[src/rtl/airi5c_rshift_sched.sv]
// Iterative sign-fill right-shift scheduler: two round-robin requesters share one
// bounded per-cycle shifter; the sticky bit accumulates across steps.
module airi5c_rshift_sched #(
    parameter int unsigned n = 32,
    parameter int unsigned s = 8,
    parameter int unsigned k = 3
) (
    input  logic         clk,
    input  logic         reset,
    input  logic         req0_valid,
    output logic         req0_ready,
    input  logic [n-1:0] req0_data,
    input  logic [s-1:0] req0_amt,
    input  logic         req0_sgn,
    input  logic         req1_valid,
    output logic         req1_ready,
    input  logic [n-1:0] req1_data,
    input  logic [s-1:0] req1_amt,
    input  logic         req1_sgn,
    output logic         rsp_valid,
    input  logic         rsp_ready,
    output logic [n-1:0] rsp_data,
    output logic         rsp_sticky,
    output logic         rsp_id,
    output logic         busy
);
    localparam int unsigned M  = (1 << k) - 1;
    localparam int unsigned RW = $clog2(n + 1);
    localparam int unsigned AW = (s > RW) ? s : RW;

    typedef enum logic [1:0] {S_IDLE, S_SHIFT, S_DONE} state_t;

    state_t         r_state;
    state_t         w_state_nxt;
    logic           r_pri;
    logic           r_sgn;
    logic           r_sticky;
    logic           r_id;
    logic [n-1:0]   r_data;
    logic [RW-1:0]  r_rem;

    logic           w_idle;
    logic           w_accept;
    logic           w_sel;
    logic [n-1:0]   w_in_data;
    logic [AW-1:0]  w_in_amt;
    logic           w_in_sgn;
    logic [RW-1:0]  w_in_r;
    logic [k-1:0]   w_step;
    logic [RW-1:0]  w_rem_nxt;
    logic [n-1:0]   w_shifted;
    logic [n-1:0]   w_mask;
    logic           w_out_bits;

    // Grants are suppressed while reset is asserted so every output reads 0.
    assign w_idle     = (r_state == S_IDLE) & ~reset;
    assign req0_ready = w_idle & req0_valid & (~r_pri | ~req1_valid);
    assign req1_ready = w_idle & req1_valid & (r_pri | ~req0_valid);
    assign w_accept   = req0_ready | req1_ready;
    assign w_sel      = req1_ready;

    assign w_in_data = w_sel ? req1_data : req0_data;
    assign w_in_amt  = w_sel ? AW'(req1_amt) : AW'(req0_amt);
    assign w_in_sgn  = w_sel ? req1_sgn : req0_sgn;
    assign w_in_r    = (w_in_amt >= AW'(n)) ? RW'(n) : RW'(w_in_amt);

    // One bounded step: t = min(rem, M); shifted-out bits feed the sticky.
    assign w_step     = (r_rem > RW'(M)) ? k'(M) : k'(r_rem);
    assign w_rem_nxt  = r_rem - RW'(w_step);
    assign w_mask     = ~({n{1'b1}} << w_step);
    assign w_shifted  = (r_data >> w_step) | (r_sgn ? ~({n{1'b1}} >> w_step) : '0);
    assign w_out_bits = |(r_data & w_mask);

    always_comb begin
        w_state_nxt = r_state;
        case (r_state)
            S_IDLE:  if (w_accept) w_state_nxt = (w_in_r == '0) ? S_DONE : S_SHIFT;
            S_SHIFT: if (w_rem_nxt == '0) w_state_nxt = S_DONE;
            S_DONE:  if (rsp_ready) w_state_nxt = S_IDLE;
            default: w_state_nxt = S_IDLE;
        endcase
    end

    always_ff @(posedge clk or posedge reset) begin
        if (reset) begin
            r_state <= S_IDLE;
        end else begin
            r_state <= w_state_nxt;
        end
    end

    always_ff @(posedge clk or posedge reset) begin
        if (reset) begin
            r_pri    <= 1'b0;
            r_sgn    <= 1'b0;
            r_sticky <= 1'b0;
            r_id     <= 1'b0;
            r_data   <= '0;
            r_rem    <= '0;
        end else if (r_state == S_IDLE) begin
            if (w_accept) begin
                r_data   <= w_in_data;
                r_sgn    <= w_in_sgn;
                r_rem    <= w_in_r;
                r_sticky <= 1'b0;
                r_id     <= w_sel;
                r_pri    <= ~w_sel;
            end
        end else if (r_state == S_SHIFT) begin
            r_data   <= w_shifted;
            r_sticky <= r_sticky | w_out_bits;
            r_rem    <= w_rem_nxt;
        end
    end

    assign rsp_valid  = (r_state == S_DONE);
    assign busy       = (r_state != S_IDLE);
    assign rsp_data   = r_data;
    assign rsp_sticky = r_sticky;
    assign rsp_id     = r_id;
endmodule

[config.mk]
export PLATFORM = sky130hd
export DESIGN_NAME = airi5c_rshift_sched
export DESIGN_NICKNAME = d
export VERILOG_FILES = /design/src/rtl/airi5c_rshift_sched.sv
export SDC_FILE = /design/constraint.sdc
export NUM_CORES = 1
export LEC_CHECK = 0
export CORE_ASPECT_RATIO = 0.6
export CORE_MARGIN = 2
export CORE_UTILIZATION = 30
export DETAILED_ROUTE_END_ITERATION = 16
export GPL_ROUTABILITY_DRIVEN = 0
export PLACE_DENSITY = 0.63
export SYNTH_ARGS = -nofsm -noshare
export SYNTH_HDL_FRONTEND = slang
export SYNTH_SLANG_ARGS = --single-unit
export TNS_END_PERCENT = 1
[constraint.sdc]
create_clock -name clk -period 8.68 [get_ports clk]
set_clock_uncertainty 0.2 [all_clocks]
set_input_delay 1.736 -clock clk [delete_from_list [all_inputs] [get_ports clk]]
set_output_delay 1.736 -clock clk [all_outputs]
set_load 0.02 [all_outputs]
Word-level counts from Yosys, hierarchy flattened
Index checks and enable logic that the tools add are counted.
- shift-type cells: 3
- multiplexer cells: 20
- bitwise operators: 18
- reductions and logical operators: 9
- equal/unequal tests: 5
- magnitude comparators: 2
- add/sub/neg operators: 1
- operators with widths (cell ; number):
    2-to-1 mux 32 bit ; 5
    NOT 32 bit ; 2
    AND 32 bit ; 1
    OR 32 bit ; 1
    OR reduction 32 bit ; 1
    << shifter 32 x 3 -> 32 bit (first input constant) ; 1
    right shift 32 x 3 -> 32 bit ; 1
    right shift 32 x 3 -> 32 bit (first input constant) ; 1
    2-to-1 mux 6 bit ; 4
    zero test 6 bit ; 2
    greater-or-equal comparator 8 x 6 -> 1 bit (second input constant) ; 1
    2-to-1 mux 2 bit ; 4
    2-to-1 mux 8 bit ; 1
    greater-than comparator 6 x 3 -> 1 bit (second input constant) ; 1
    case mux 2 bit (3 select lines) ; 1
    subtractor 6 x 3 -> 6 bit ; 1
    AND 1 bit ; 5
    NOT 1 bit ; 5
    2-to-1 mux 1 bit ; 4
    inequality test 2 bit (second input constant) ; 2
    OR 1 bit ; 4
    AND reduction 2 bit ; 2
    nonzero test 2 bit ; 2
    2-to-1 mux 3 bit ; 1
    other kinds (5) ; 5
- flip-flop bits (word level): 44
- output and inout bits: 38
- input port bits: 87
- logic and storage cells: 65

Longest topological paths before layout
Gate-level depths: netlist of the first run.
- word-level depth: 11
- gate-level depth with buffers: 11
- mapped depth without buffers: 8

Least setup slack after synthesis of the first run
No wires, ideal clock.
- path type: input to output
- start point: input reset
- end point: output req1_ready
- slack: 3043 ps
- path buffers: 1
- stages on the path: 4
- required time: 6744 ps
- data arrival time: 3701 ps
- path through: inv_1 > nand4_1 > clkinv_1 > clkbuf_1
- longest elaborated chain between the ends: 4
- ends and longest elaborated chain (element ; line ; text):
    start, declared ; 9 ; input logic reset,
    NOT 1 bit ; 56 ; assign w_idle = (r_state == S_IDLE) & ~reset;
    AND 1 bit ; 56 ;
    AND 1 bit (2 in a row) ; 58 ; assign req1_ready = w_idle & req1_valid & (r_pri | ~req0_valid);
    end, declared ; 16 ; output logic req1_ready,
Every way passes these cells.

Final worst setup path of the first run
- start point: input reset
- end point: output req0_ready
- longest elaborated chain between the ends: 4
- ends and longest elaborated chain (element ; line ; text):
    NOT 1 bit ; 56 ;
    AND 1 bit ; 56 ;
    AND 1 bit (2 in a row) ; 57 ; assign req0_ready = w_idle & req0_valid & (~r_pri | ~req1_valid);
    end, declared ; 11 ; output logic req0_ready,
Every way passes these cells.

==> impl_summary.md, run 1 <==
Run status
The run finished with clean final reports.

Timing
The headroom to the max-slew limit is 15.04%. The max-slew violation count is 0. The final hold violation count is 0. In the finished design, the share of the clock period the worst path needs comes to 65.32%. Setup total negative slack on the finished layout was measured at 0 ns. Setup violations remaining at the end of the flow were counted as 0. The transition time of the tightest slew-check pin is 1.270 ns.

The final critical-path required period is 5.669 ns. Setup repair after global routing left no endpoint under its margin. The timing-limited maximum frequency is 176.4 MHz.

Worst setup path
The worst reg-to-reg path cell count is 5. The critical path class is in2out. In this run the critical register-to-register path is captured at rsp_data[15]. Data on the critical path is required at its endpoint by 6.74 ns. The delay of the slowest cell on the worst path is 0.65 ns. The launch point of the worst reg-to-reg path is r_rem[1]. The startpoint kind of the worst setup timing path is a primary input. The slowest cell on the critical path is sky130_fd_sc_hd__clkdlybuf4s50_1. The type of destination of the critical path is an output port. In this run the register-to-register setup slack is 5.42 ns.

The most frequent cell on the critical path is sky130_fd_sc_hd__clkdlybuf4s50_1. The maximum fanout along the worst path is 46. The arrival time of the worst setup path is 3.73 ns. Walking the worst path, the cells encountered are clkdlybuf4s50_1 -> clkinv_1 -> buf_4 -> and4_1 -> clkdlybuf4s50_1.

Routing
The average routed wire per standard cell is 19.19 um. The number of search-and-repair iterations in the first detailed-routing pass is 5. The routed via count is 4458. The vias per cell is 5.782.

After detailed routing, the total wire length is 14790 um. The detail route stage leaves a number of antenna-violating nets equal to 0. After the first detailed-routing iteration, the DRC count stood at 449. After detailed routing, the number of remaining DRC violations is 0.

Global route
The via count of the first global-routing pass is 4254. Global routing consumed, over all layers together, 21.14% of the routing resources. For this run the aggregate overflow at the end of global routing stands at 0.

The first-pass GRT wire length is 23380 um. Entering global routing, the biggest net connects 47 pins. The number of antenna violations at the first check in global routing is 0.

CTS
The clock tree from TritonCTS is built. The total CTS buffers is 5. Clock tree synthesis selected as its root buffer the cell sky130_fd_sc_hd__clkbuf_16. Clock-pin slew was measured on the worst setup and hold paths at 0.06 ns. The count of instances resized after the clock tree is built is 0. The hold buffer count at cts is 0. The maximum level of the CTS H-tree is 2. The maximum buffer depth of the clock tree is 2. Counting every sink on the clock net gives 44. Buffers added to address setup during post-CTS repair amount to 0. At the later pin of the worst-skew pair, clock insertion delay measures 0.29 ns.

Synth
The portion of synthesized cell area occupied by the leading cell type is 28.11%. The async set-reset flop share out of synthesis is 100.0%. Yosys mapped a number of flops with a built-in enable equal to 0. The number of nets handed over by synthesis was 592. The average footprint of a synthesized cell is 7.773 sq um. Counting flops and latches in the post-synthesis netlist gives 44. The count of warnings emitted by yosys is 0. Counting every instance in the synthesized netlist gives 504. The cell taking the most area after synthesis is sky130_fd_sc_hd__dfrtp_1. The netlist uses 59 different library cells. After synthesis, flip-flops and latches occupy 28.11% of the total area. The post-synthesis instance area is 3918 sq um. For this run, the leading register cell type out of synthesis is sky130_fd_sc_hd__dfrtp_1. After synthesis, the cell types taking the most area are sky130_fd_sc_hd__dfrtp_1 (28%), sky130_fd_sc_hd__mux2i_1 (10%), sky130_fd_sc_hd__nand2_1 (5.8%).

Floorplanning
The die is 92.52 um tall. The cell row count is 32. The region available for standard cell placement spans 12810 sq um. The number of ports placed on the die boundary is 125.

For this configuration, the core starts out at a cell density of 30.58%. The area of the die is 14020 sq um. In this run the horizontal extent of the chip is 151.5 um.

Power
The final total power is 2.402 mW. Summed over all cells, the static leakage comes to 2.175 nW. Across the VDD grid, the largest voltage drop is 0.1407 mV.

Power spread over the standard cell area amounts to 444.9 nW/um^2.

Worst hold path
The tightest min-delay check is of the reg2reg type. The terminating pin of the worst hold path is r_pri. The worst hold path begins at r_pri.

Along the worst hold path, the cell count comes to 1.

Place
Summing all placed instances gives a cell area of 5265 sq um. Input and output buffers added on the ports amount to 124. Summed over all nets, the half-perimeter wirelength after detailed placement is 10620 um.

The placed cell count is 764.

Layout
The final net count is 689. In the final layout, the share of cells above drive strength 1 is 6.822%. The finished cells cover 5399 sq um. Across the whole layout, storage elements account for 1101 sq um.

The repair_antennas step left the layout with diodes totalling 0. Counting the fill cells in the layout gives 1283. The finished layout holds 771 standard cells, fillers aside. Compared with the post-synthesis result, the final layout area differs by 37.82%. The area of the multi-input gates is 2586 sq um. The core utilization of the finished layout is 42.14%.

Flow run
The tool flagged a number of max-cap violations equal to 0.
synthesized netlist by cell type, drive strengths merged, types with 2 or more instances:
library cell and number:
a211o 11, a211oi 15, a21oi 18, a221o 2, a22o 2, a22oi 5
a311oi 3, a31oi 24, a41oi 4, and2 6, and3 9, buf 13
clkbuf 32, dfrtp 44, inv 10, mux2 15, mux2i 41, nand2 61
nand2b 6, nand3 18, nor2 54, nor2b 5, nor3 12, nor4 5
o211ai 8, o21ai 30, o21ba 2, o221ai 4, o22a 2, o22ai 14
o31ai 2, or3 2, or4 3
how the worst max path moves through the flow:
stage / start / end / slack, ns / cells after the start
final: reset / req0_ready / 3.01 / 5
after detailed placement: reset / req0_ready / 2.96 / 5
after global placement: reset / req0_ready / 3.00 / 5
after CTS: reset / req0_ready / 2.96 / 5
after floorplan: reset / req1_ready / 3.04 / 4
after global routing: reset / req0_ready / 2.82 / 5
cell type report:
class                      instances  area share [%]
multi-input combinational        404           47.90
timing repair buffer             135           24.52
sequential                        44           20.39
tap                              170           3.940
clock buffer                       6           2.387
inverter                          11          0.7648
clock inverter                     1         0.09270
metal layers:
layer | vias up | GRT usage [%] | share of wire (%)
met5 | - | 0 | 0
li1 | 2077 | - | -
met1 | 2128 | 32.51 | 48
met3 | 19 | 5.616 | 11
met4 | 0 | 3.704 | 0.89
met2 | 234 | 29.52 | 40
cells in the final DEF (no fill, tap or decap), types with 2 or more instances in the layout:
master / count
sky130_fd_sc_hd__a211o_1: 11
sky130_fd_sc_hd__a211oi_1: 15
sky130_fd_sc_hd__a21oi_1: 18
sky130_fd_sc_hd__a221o_1: 2
sky130_fd_sc_hd__a22o_1: 2
sky130_fd_sc_hd__a22oi_1: 5
sky130_fd_sc_hd__a311oi_1: 3
sky130_fd_sc_hd__a31oi_1: 24
sky130_fd_sc_hd__a41oi_1: 4
sky130_fd_sc_hd__and2_1: 5
sky130_fd_sc_hd__and3_1: 9
sky130_fd_sc_hd__buf_4: 11
sky130_fd_sc_hd__clkbuf_16: 5
sky130_fd_sc_hd__clkdlybuf4s50_1: 124
sky130_fd_sc_hd__clkinv_1: 2
sky130_fd_sc_hd__dfrtp_1: 44
sky130_fd_sc_hd__inv_1: 9
sky130_fd_sc_hd__mux2_2: 15
sky130_fd_sc_hd__mux2i_1: 41
sky130_fd_sc_hd__nand2_1: 61
sky130_fd_sc_hd__nand2b_1: 6
sky130_fd_sc_hd__nand3_1: 18
sky130_fd_sc_hd__nor2_1: 53
sky130_fd_sc_hd__nor2b_1: 5
sky130_fd_sc_hd__nor3_1: 12
sky130_fd_sc_hd__nor4_1: 3
sky130_fd_sc_hd__o211ai_1: 8
sky130_fd_sc_hd__o21ai_0: 30
sky130_fd_sc_hd__o21ba_2: 2
sky130_fd_sc_hd__o221ai_1: 4
sky130_fd_sc_hd__o22a_1: 2
sky130_fd_sc_hd__o22ai_1: 14
sky130_fd_sc_hd__o31ai_1: 2
sky130_fd_sc_hd__or3_1: 2
sky130_fd_sc_hd__or4_1: 3
worst max-delay path, delay by kind of cell:
kind,cells,cell delay [ns]
buffers and inverters,4,1.61
and+or+nand+nor,1,0.38
cell families (layout without fill, tap and decap cells):
logic type	Yosys count	in the layout	share of synthesized area, %
mux	57	57	15.36
xor+xnor	2	2	0.4472
fa+ha+maj	2	2	0.5749
flops	44	44	28.11
compound gates	158	158	27.50
buf+inv	56	153	6.196
simple gates	185	185	21.81
through the flow:
stage | hold WS (ns) | setup slack [ns]
2_1_floorplan | 0.2770 | 3.043
3_3_place_gp | 0.3021 | 2.995
5_1_grt | 0.3620 | 2.815
3_5_place_dp | 0.3073 | 2.965
6_report | 0.3298 | 3.011
4_1_cts | 0.3236 | 2.956
state kept, by name (all words and copies together) (netlist names):
signal      count
rsp_data       32
rsp_id          1
rsp_sticky      1
r_rem           6
r_sgn           1
r_pri           1
r_state         2
power breakdown:
group | internal (mW) | switching (mW) | total (mW) | leakage [nW]
clock network | 0.105 | 0.0807 | 0.186 | 0.0667
logic | 0.730 | 0.950 | 1.68 | 1.60
registers | 0.321 | 0.216 | 0.536 | 0.510
Power figures use the tool's default switching activity.
==> inputs of run 2 (changes only) <==
clock period = 5.85 ns   (was 8.68 ns; I/O delays follow)
==> impl_summary.md, run 2 (synthesis gave the netlist of run 1 again) <==
Layout
The register with the most flip-flops in the layout has 32 of them. The finished layout holds 773 standard cells, fillers aside. Compared with the post-synthesis result, the final layout area differs by 38.20%. 0 antenna diodes ended up in the layout. The number of inserted filler cells in the final layout is 1274.

At the end of the flow, the number of nets in the layout was 691. Leaving out fill and tap cells, the most frequent cell in the layout is sky130_fd_sc_hd__clkdlybuf4s50_1. The library cells used most frequently in the layout, excluding fill and tap cells, are sky130_fd_sc_hd__clkdlybuf4s50_1 (124), sky130_fd_sc_hd__nand2_1 (61), sky130_fd_sc_hd__nor2_1 (53). In the final layout, the share of cells above drive strength 1 is 7.131%.

Timing
Across all hold checks on the routed design, the worst slack comes to 0.3263 ns. The total negative slack is 0 ns. Measured against its own limit, the worst slew margin works out to 26.11%. The timing-limited maximum frequency is 223.6 MHz. Subtracting the final worst setup slack from the clock period gives 4.472 ns. For the pin with the worst max-slew slack, the measured transition is 1.108 ns.

Setup violations remaining at the end of the flow were counted as 0. Setup repair after global routing left no endpoint under its margin. The final hold violation count is 0.

The max-slew violation count is 0. The post-route fraction of the period consumed by the critical path is 76.44%.

Floorplanning
In this run the core area contains 32 standard-cell rows. The initial utilization of the core area, before any placement, comes to 30.58%. 125 I/O pins were placed. The die is 92.52 um tall.

Measured along the x axis, the die boundary spans 151.5 um. The area of the die is 14020 sq um. The region available for standard cell placement spans 12810 sq um.

Place
The placed cell count is 766. The number of buffer cells added on primary ports is 124. The placed wire-length estimate after detailed placement is 10830 um.

Worst setup path
The required time reported for the critical path endpoint is 4.48 ns. Tracing the worst setup path back leads to its startpoint at reset. The largest delay contributor family on the critical path is buffers and inverters. In this run the critical register-to-register path is launched from r_rem[1]. STA classifies the critical path endpoint as an output port. The critical path contains buffers and inverters numbering 5 combined. Setup slack on the worst reg-to-reg path comes out at 2.59 ns.

The critical path depth in cells is 6. The delay of the slowest cell on the worst path is 0.60 ns. The critical path goes through clkdlybuf4s50_1 -> clkinv_1 -> buf_4 -> nand4_1 -> clkinv_1 -> clkdlybuf4s50_1. For the worst flop-to-flop path, the logic depth is 5. The maximum fanout along the worst path is 45.

Data on the critical path arrives at its endpoint at 3.10 ns. The critical path class is in2out. The critical register-to-register path endpoint is rsp_data[6].

The startpoint kind of the worst setup timing path is a primary input. The slowest cell on the critical path is sky130_fd_sc_hd__clkdlybuf4s50_1. The most critical setup path has its endpoint at req1_ready.

Routing
The vias per cell is 5.846. The average routed wire per standard cell is 19.31 um. The number of search-and-repair iterations in the first detailed-routing pass is 5.

The post-route DRC violation count is 0. The number of nets with antenna violations after routing is 0. The total length of routed met3 wires is 1477 um. After detailed routing, the met2 layer carries 6046 um of wire. After detailed routing, the wire length on met1 is 7222 um. In this run the top signal layer used is met4. The routed layout has 4519 vias. The aggregate routed wire length is 14930 um. After the first detailed-routing iteration, the DRC count stood at 505.

CTS
The post-CTS setup buffer count is 0. CTS built an H-tree with a depth of 2. The clock reaches the later pin of the worst-skew pair after 0.29 ns. The clock sink count is 44. The clock tree from TritonCTS is built. After clock tree synthesis, the clock-pin slew on the worst setup and hold paths is 0.06 ns. The hold buffer count at cts is 0. The clock passes through at most 2 buffers. The count of instances resized after the clock tree is built is 0. In this run the clock root is driven by a sky130_fd_sc_hd__clkbuf_16. Counting the buffers created by CTS gives 5.

Global route
Entering global routing, the biggest net connects 46 pins. Global routing consumed, over all layers together, 21.26% of the routing resources. The via count of the first global-routing pass is 4227. The first-pass GRT wire length is 23360 um. The total congestion overflow after global routing is 0.

The number of antenna violations at the first check in global routing is 0.

Power
The power per cell area is 662.8 nW/um^2. The leakage component of the power is 2.184 nW. Across the VDD grid, the largest voltage drop is 0.2253 mV. The completed layout was analyzed and its total power is 3.589 mW.

Run status
The run finished with clean final reports.

Worst hold path
The type of the tightest min-delay check is reg2reg.

Flow run
Max-cap violations in this run came to 0.
[run 2: final cells by class]
| type | instances | area, sq um | share of cell area [%] |
|---|---|---|---|
| Multi-Input combinational cell | 404 | 2586 | 47.77 |
| Timing Repair Buffer | 137 | 1339 | 24.73 |
| Sequential cell | 44 | 1101 | 20.34 |
| Tap cell | 170 | 212.7 | 3.929 |
| Clock buffer | 6 | 128.9 | 2.380 |
| Inverter | 11 | 41.29 | 0.7627 |
| Clock inverter | 1 | 5.005 | 0.09244 |
[run 2: worst min-delay path by stage]
stage | slack, ns | cells past startpoint | from | endpoint
after CTS | 0.33 | 1 | r_pri | r_pri
after detailed placement | 0.30 | 1 | r_pri | r_pri
after global routing | 0.36 | 1 | r_pri | r_pri
final | 0.33 | 1 | r_pri | r_pri
after global placement | 0.31 | 1 | r_pri | r_pri
after floorplan | 0.28 | 1 | r_pri | r_pri
[run 2: layer usage]
metal,global-route usage [%],up-vias
met4,3.704,0
met3,4.975,21
met1,32.64,2156
met5,0,-
li1,-,2087
met2,30.28,255
[run 2: where the power goes]
group	internal (mW)	leakage [nW]	total, mW	switching [mW]
logic	1.09	1.61	2.52	1.42
clock network	0.156	0.0667	0.276	0.120
registers	0.476	0.510	0.795	0.319
[run 2: stage by stage]
stage / util, % / cell area [sq um] / worst slack [ns]
6_report: 42.26 / 5414 / 1.378
5_1_grt: 42.26 / 5414 / 1.188
4_1_cts: 42.26 / 5414 / 1.328
3_5_place_dp: 41.21 / 5280 / 1.337
3_3_place_gp: 41.21 / 5280 / 1.388
2_1_floorplan: - / 3918 / 1.345
